[src/rtl/hazard_pkg.sv]
// Shared types and constants for the pipeline hazard controller.
package hazard_pkg;

  typedef enum logic {
    RUN   = 1'b0,
    STALL = 1'b1
  } state_t;

  localparam int unsigned LU_STALL_CYC_DEF = 1;
  localparam int unsigned LU_STALL_MAX     = 4;
  localparam int unsigned LU_CTR_W         = 3;

  // Control-field widths of the pipeline buffers and MemRead position in M {Branch, MemRead, MemWrite}.
  localparam int unsigned WB_W          = 2;
  localparam int unsigned M_W           = 3;
  localparam int unsigned EX_W          = 5;
  localparam int unsigned M_MEMREAD_BIT = 1;

  // Clamp a requested load-use stall length into the supported 1..LU_STALL_MAX range.
  function automatic int unsigned lu_cycles(input int unsigned req);
    if (req < 1) begin
      return 1;
    end else if (req > LU_STALL_MAX) begin
      return LU_STALL_MAX;
    end
    return req;
  endfunction

endpackage

[src/rtl/sat_counter.sv]
// Saturating up-counter with synchronous clear; clear wins over increment.
module sat_counter #(
  parameter int unsigned WIDTH = 16
) (
  input  logic             clk,
  input  logic             clr,
  input  logic             inc,
  output logic [WIDTH-1:0] count
);

  always_ff @(posedge clk) begin
    if (clr) begin
      count <= '0;
    end else if (inc && (count != '1)) begin
      count <= count + WIDTH'(1);
    end
  end

endmodule

[src/rtl/hazard_ctrl.sv]
// Pipeline hazard controller: load-use stall/bubble, branch flush, external
// freeze, and saturating stall/flush performance counters.
module hazard_ctrl
  import hazard_pkg::*;
#(
  parameter int unsigned REG_W        = 5,
  parameter int unsigned CNT_W        = 16,
  parameter int unsigned LU_STALL_CYC = LU_STALL_CYC_DEF
) (
  input  logic             clk,
  input  logic             rst_n,
  input  logic [REG_W-1:0] id_rs,
  input  logic [REG_W-1:0] id_rt,
  input  logic             id_uses_rt,
  input  logic             idex_memread,
  input  logic [REG_W-1:0] idex_rt,
  input  logic             br_taken,
  input  logic             ext_stall,
  output logic             pc_we,
  output logic             ifid_we,
  output logic             ifid_flush,
  output logic             idex_we,
  output logic             idex_bubble,
  output logic             exmem_flush,
  output logic [CNT_W-1:0] stall_cnt,
  output logic [CNT_W-1:0] flush_cnt
);

  localparam int unsigned LU_CYC = lu_cycles(LU_STALL_CYC);
  localparam logic [LU_CTR_W-1:0] LU_INIT = LU_CTR_W'(LU_CYC - 1);

  state_t              state;
  state_t              state_nxt;
  logic [LU_CTR_W-1:0] lu_ctr;
  logic [LU_CTR_W-1:0] lu_ctr_nxt;
  logic                lu_hit;

  // A load into $zero never produces a value worth waiting for.
  assign lu_hit = idex_memread && (idex_rt != '0) &&
                  ((idex_rt == id_rs) || (id_uses_rt && (idex_rt == id_rt)));

  always_ff @(posedge clk) begin
    if (!rst_n) begin
      state  <= RUN;
      lu_ctr <= '0;
    end else begin
      state  <= state_nxt;
      lu_ctr <= lu_ctr_nxt;
    end
  end

  // Priority: reset > branch flush > external freeze > load-use stall.
  always_comb begin
    state_nxt   = state;
    lu_ctr_nxt  = lu_ctr;
    pc_we       = 1'b1;
    ifid_we     = 1'b1;
    idex_we     = 1'b1;
    ifid_flush  = 1'b0;
    idex_bubble = 1'b0;
    exmem_flush = 1'b0;

    if (!rst_n) begin
      pc_we       = 1'b0;
      ifid_we     = 1'b0;
      idex_bubble = 1'b1;
      ifid_flush  = 1'b1;
      exmem_flush = 1'b1;
    end else if (br_taken) begin
      ifid_flush  = 1'b1;
      idex_bubble = 1'b1;
      exmem_flush = 1'b1;
      state_nxt   = RUN;
      lu_ctr_nxt  = '0;
    end else if (ext_stall) begin
      pc_we   = 1'b0;
      ifid_we = 1'b0;
      idex_we = 1'b0;
    end else if ((state == STALL) || lu_hit) begin
      pc_we       = 1'b0;
      ifid_we     = 1'b0;
      idex_bubble = 1'b1;
      if (state == STALL) begin
        if (lu_ctr <= LU_CTR_W'(1)) begin
          state_nxt  = RUN;
          lu_ctr_nxt = '0;
        end else begin
          lu_ctr_nxt = lu_ctr - LU_CTR_W'(1);
        end
      end else if (LU_CYC > 1) begin
        state_nxt  = STALL;
        lu_ctr_nxt = LU_INIT;
      end
    end
  end

  sat_counter #(.WIDTH(CNT_W)) u_stall_cnt (
    .clk   (clk),
    .clr   (~rst_n),
    .inc   (~pc_we),
    .count (stall_cnt)
  );

  sat_counter #(.WIDTH(CNT_W)) u_flush_cnt (
    .clk   (clk),
    .clr   (~rst_n),
    .inc   (br_taken),
    .count (flush_cnt)
  );

endmodule

[config.mk]
export PLATFORM = sky130hd
export DESIGN_NAME = hazard_ctrl
export DESIGN_NICKNAME = d
export VERILOG_FILES = /design/src/rtl/hazard_pkg.sv /design/src/rtl/sat_counter.sv /design/src/rtl/hazard_ctrl.sv
export SDC_FILE = /design/constraint.sdc
export NUM_CORES = 1
export LEC_CHECK = 0
export ABC_CLOCK_PERIOD_IN_PS = 2000
export BUFFER_PORTS_ARGS = -buffer_cell sky130_fd_sc_hd__buf_2
export CORE_MARGIN = 2
export CORE_UTILIZATION = 50
export CTS_CLUSTER_DIAMETER = 120
export DETAILED_ROUTE_END_ITERATION = 16
export PLACE_DENSITY = 0.83
export SETUP_SLACK_MARGIN = 0.4
export SLEW_MARGIN = 15
export SYNTH_ARGS = -nofsm -noshare
export SYNTH_HDL_FRONTEND = slang
export SYNTH_SLANG_ARGS = --single-unit
[constraint.sdc]
create_clock -name clk -period 2 [get_ports clk]
set_input_delay 0.2 -clock clk [delete_from_list [all_inputs] [get_ports clk]]
set_output_delay 0.2 -clock clk [all_outputs]
set_load 0.005 [all_outputs]
==> out/qor.txt <==
Status -> completed
Power Internal -> 0.00119 W
Cells on worst reg2reg path -> 7
Post-Syn Nets -> 267
Post-synth ARST share -> 0%
Post-synth EDFFs -> 0
Ports -> 59
CP max-delay cell -> or3_1
Commonest cells after routing, fill and taps aside -> buf_2, buf_4, nor2_1, dfxtp_1, nand2_1
Largest net degree at the start of global routing -> 24
Distinct cells, synth -> 44
Comb power frac -> 12.9%
CTS tree -> done
FMAX -> 582 MHz
Commonest non-fill, non-tap cell in the layout -> buf_2
Tmin final -> 1720 ps
# clock sinks -> 36
Tot GR Track Use -> 25.3%
Port buffer count -> 58
Drt drc -> 0
Die Area -> 4540 um^2
Clock Root Buffer -> clkbuf_8
Via density -> 5.78
Clk_lat worst skew -> 300 ps
Mux share of post-synthesis cell area -> 1.99%
Worst EP arrival -> 1910 ps
Critical path origin -> u_flush_cnt.count[4]
Synth warn -> 0
Setup TNS -> 0 ps
Routed Antenna Nets -> 0
Synth area leader -> dfxtp_1
Fin Hold WS -> 276 ps
Adder-Cell Fraction of Synth Area -> 2.49%
Post-synth top area share -> 35.9%
Avg WL per Cell -> 16.2 um
Core area -> 3940 um^2
Mapped Area -> 2010 um^2
Sw frac -> 24.7%
Die height -> 67.4 um
Critical path cell sequence -> and4_4, buf_6, nand4_1, o21ai_2, or3_1, xnor2_1, and2_1
Reg-to-Reg End -> u_flush_cnt.count[9]
Clock skew -> 4.70 ps
Register area share after synthesis -> 35.9%
Ys flop type -> dfxtp_1
Max FO, Critical Path -> 6
Clk pwr share -> 40.6%
Final GP Congestion -> 0.777
Final worst-path setup slack -> 282 ps
First-pass GRT wire length -> 8.55 mm
Post-Route WL -> 6.21 mm
Yosys reg bits -> 36
Max incr delay on CP -> 380 ps
Worst hold path class -> in -> reg
Inserted Clock Buffers -> 5
Worst EP required -> 2190 ps
Die Width -> 67.4 um
Sequential share of power -> 46.5%
CP Capture Type -> flip-flop
Post-synthesis xor/xnor area fraction -> 10.9%
VDD IR max -> 407 uV
Slew headroom -> 75.4%
Initial antenna violation count -> 0
Switching power -> 0.000390 W
Iter 0 DRT Violations -> 141
Longest Clk Path Bufs -> 2
CP delay by family, top -> simple AND/OR/NAND/NOR gates
Kind of critical path -> reg -> reg
Net count, final -> 358
Simple-Gate Fraction of Synth Area -> 28.3%
Crit path launch type -> flip-flop
RSZ-0062 raised after global routing -> yes
Worst hold start -> ext_stall
Vias in the first global route -> 1882
Initial DRT Pass Iterations -> 4
Max-slew violations -> 0
Initial Util -> 50.9%
Antenna diodes -> 0
Worst flop-to-flop path startpoint -> u_flush_cnt.count[4]
Hpwl dp -> 3.50 mm
Final setup fails -> 0
PwrDens -> 527 nW/um^2
Pre-CTS setup slack -> 115 ps
Largest family of logic cells by synthesized area -> simple AND/OR/NAND/NOR gates
CP bufs+invs -> 1
Cells after Synth -> 242
Crit. path cell count -> 7
Avg Cell Area, Syn -> 8.30 um^2
Share of cells above drive strength 1 -> 47.0%
Total vias in the final route -> 2220
Max Cap Viol -> 0
Layout area overhead -> 49.4%
Depth of the CTS H-tree -> 2
# rows -> 23
Setup crit end -> u_flush_cnt.count[9]
P_leak -> 1.19 nW
Clk slew on worst S/H paths -> 70 ps
Final hold vios -> 0
Final period util -> 85.9%
Tightest Pin Transition -> 369 ps
Gr ovfl total -> 0
Post-synthesis compound-gate area fraction -> 15.7%
R2r setup slk -> 280 ps
Post-cts hold buffer count -> 0
Top post-synthesis cells by area -> dfxtp_1, xnor2_1, nor2_1
[cell type report]
cell class,count,area (um^2)
Sequential cell,36,752
Timing Repair Buffer,93,627
Clock buffer,6,72.6
Multi-Input combinational cell,186,1410
Inverter,11,41.3
Fill cell,256,942
Clock inverter,2,35.0
Tap cell,50,62.6
[through the flow]
| stage | instances | cell area [um^2] | util [%] | total power (W) |
|---|---|---|---|---|
| 2_1_floorplan | 242 | 2050 | - | 0.000848 |
| 3_3_place_gp | 344 | 2370 | 60.1 | 0.000898 |
| 3_5_place_dp | 344 | 2370 | 60.1 | 0.000903 |
| 4_1_cts | 372 | 2780 | 70.4 | 0.00156 |
| 5_1_grt | 384 | 3000 | 76.1 | 0.00164 |
| 6_report | 384 | 3000 | 76.1 | 0.00158 |
[flip-flops by register name, summed over array words and instances (netlist names)]
signal,count
u_stall_cnt.count,16
state,1
lu_ctr,3
u_flush_cnt.count,16
[power by group through the flow]
| stage | sequential [W] | combinational (W) | clock, W |
|---|---|---|---|
| finish | 0.000735 | 0.000205 | 0.000642 |
| global route | 0.000736 | 0.000221 | 0.000687 |
| CTS | 0.000734 | 0.000183 | 0.000648 |
| detailed placement | 0.000750 | 0.000153 | 0 |
| global placement | 0.000750 | 0.000148 | 0 |
| floorplan | 0.000750 | 0.0000979 | 0 |
[routing by layer]
layer / global-route usage (%) / vias up / wire [um]
met5: 0 / - / 0
met4: 10.5 / 0 / 149
met3: 6.67 / 18 / 246
met2: 44.3 / 67 / 3280
met1: 29.0 / 1091 / 2530
li1: - / 1044 / -
[synthesized netlist by cell type (all sizes together), types with 4 or more instances]
library cell,n
nand3,18
o21ai,8
nor3,8
nand4,8
xnor2,18
nor4,5
or4,5
nor2,27
dfxtp,36
o31ai,6
clkbuf,4
buf,5
inv,11
nand2,18
xor2,7
mux2i,4
a21oi,15
ha,4
and2,4
and3,4
nand2b,5
[worst min-delay path: stages]
cell and delay, ps:
buf_2 120, inv_1 120, a211oi_1 80
[worst min path at each step]
stage | endpoint | slack (ps) | cells after the start
after global routing | state | 290 | 3
after global placement | u_stall_cnt.count[8] | 460 | 2
after detailed placement | u_stall_cnt.count[8] | 480 | 2
final | state | 280 | 3
after CTS | state | 230 | 3
after floorplan | state | 390 | 2
[kinds of logic (layout without fill, tap and decap cells)]
logic type	after synthesis	after routing
flip-flops	36	36
buffers and inverters	20	112
AO/OA/AOI/OAI	43	43
AND/OR/NAND/NOR	110	110
adder cells (fa/ha/maj)	4	4
multiplexers	4	4
XOR/XNOR	25	25
[what timing repair did]
item / 4_1_cts / 5_1_grt
resized for setup: 40 / 25
setup buffers: 20 / 11
endpoints found under the hold margin: 0 / 0
pin swaps: 18 / 24
endpoints found under the setup margin: 31 / 32
gates cloned: 0 / 1
(Power assumes the default switching activity.)
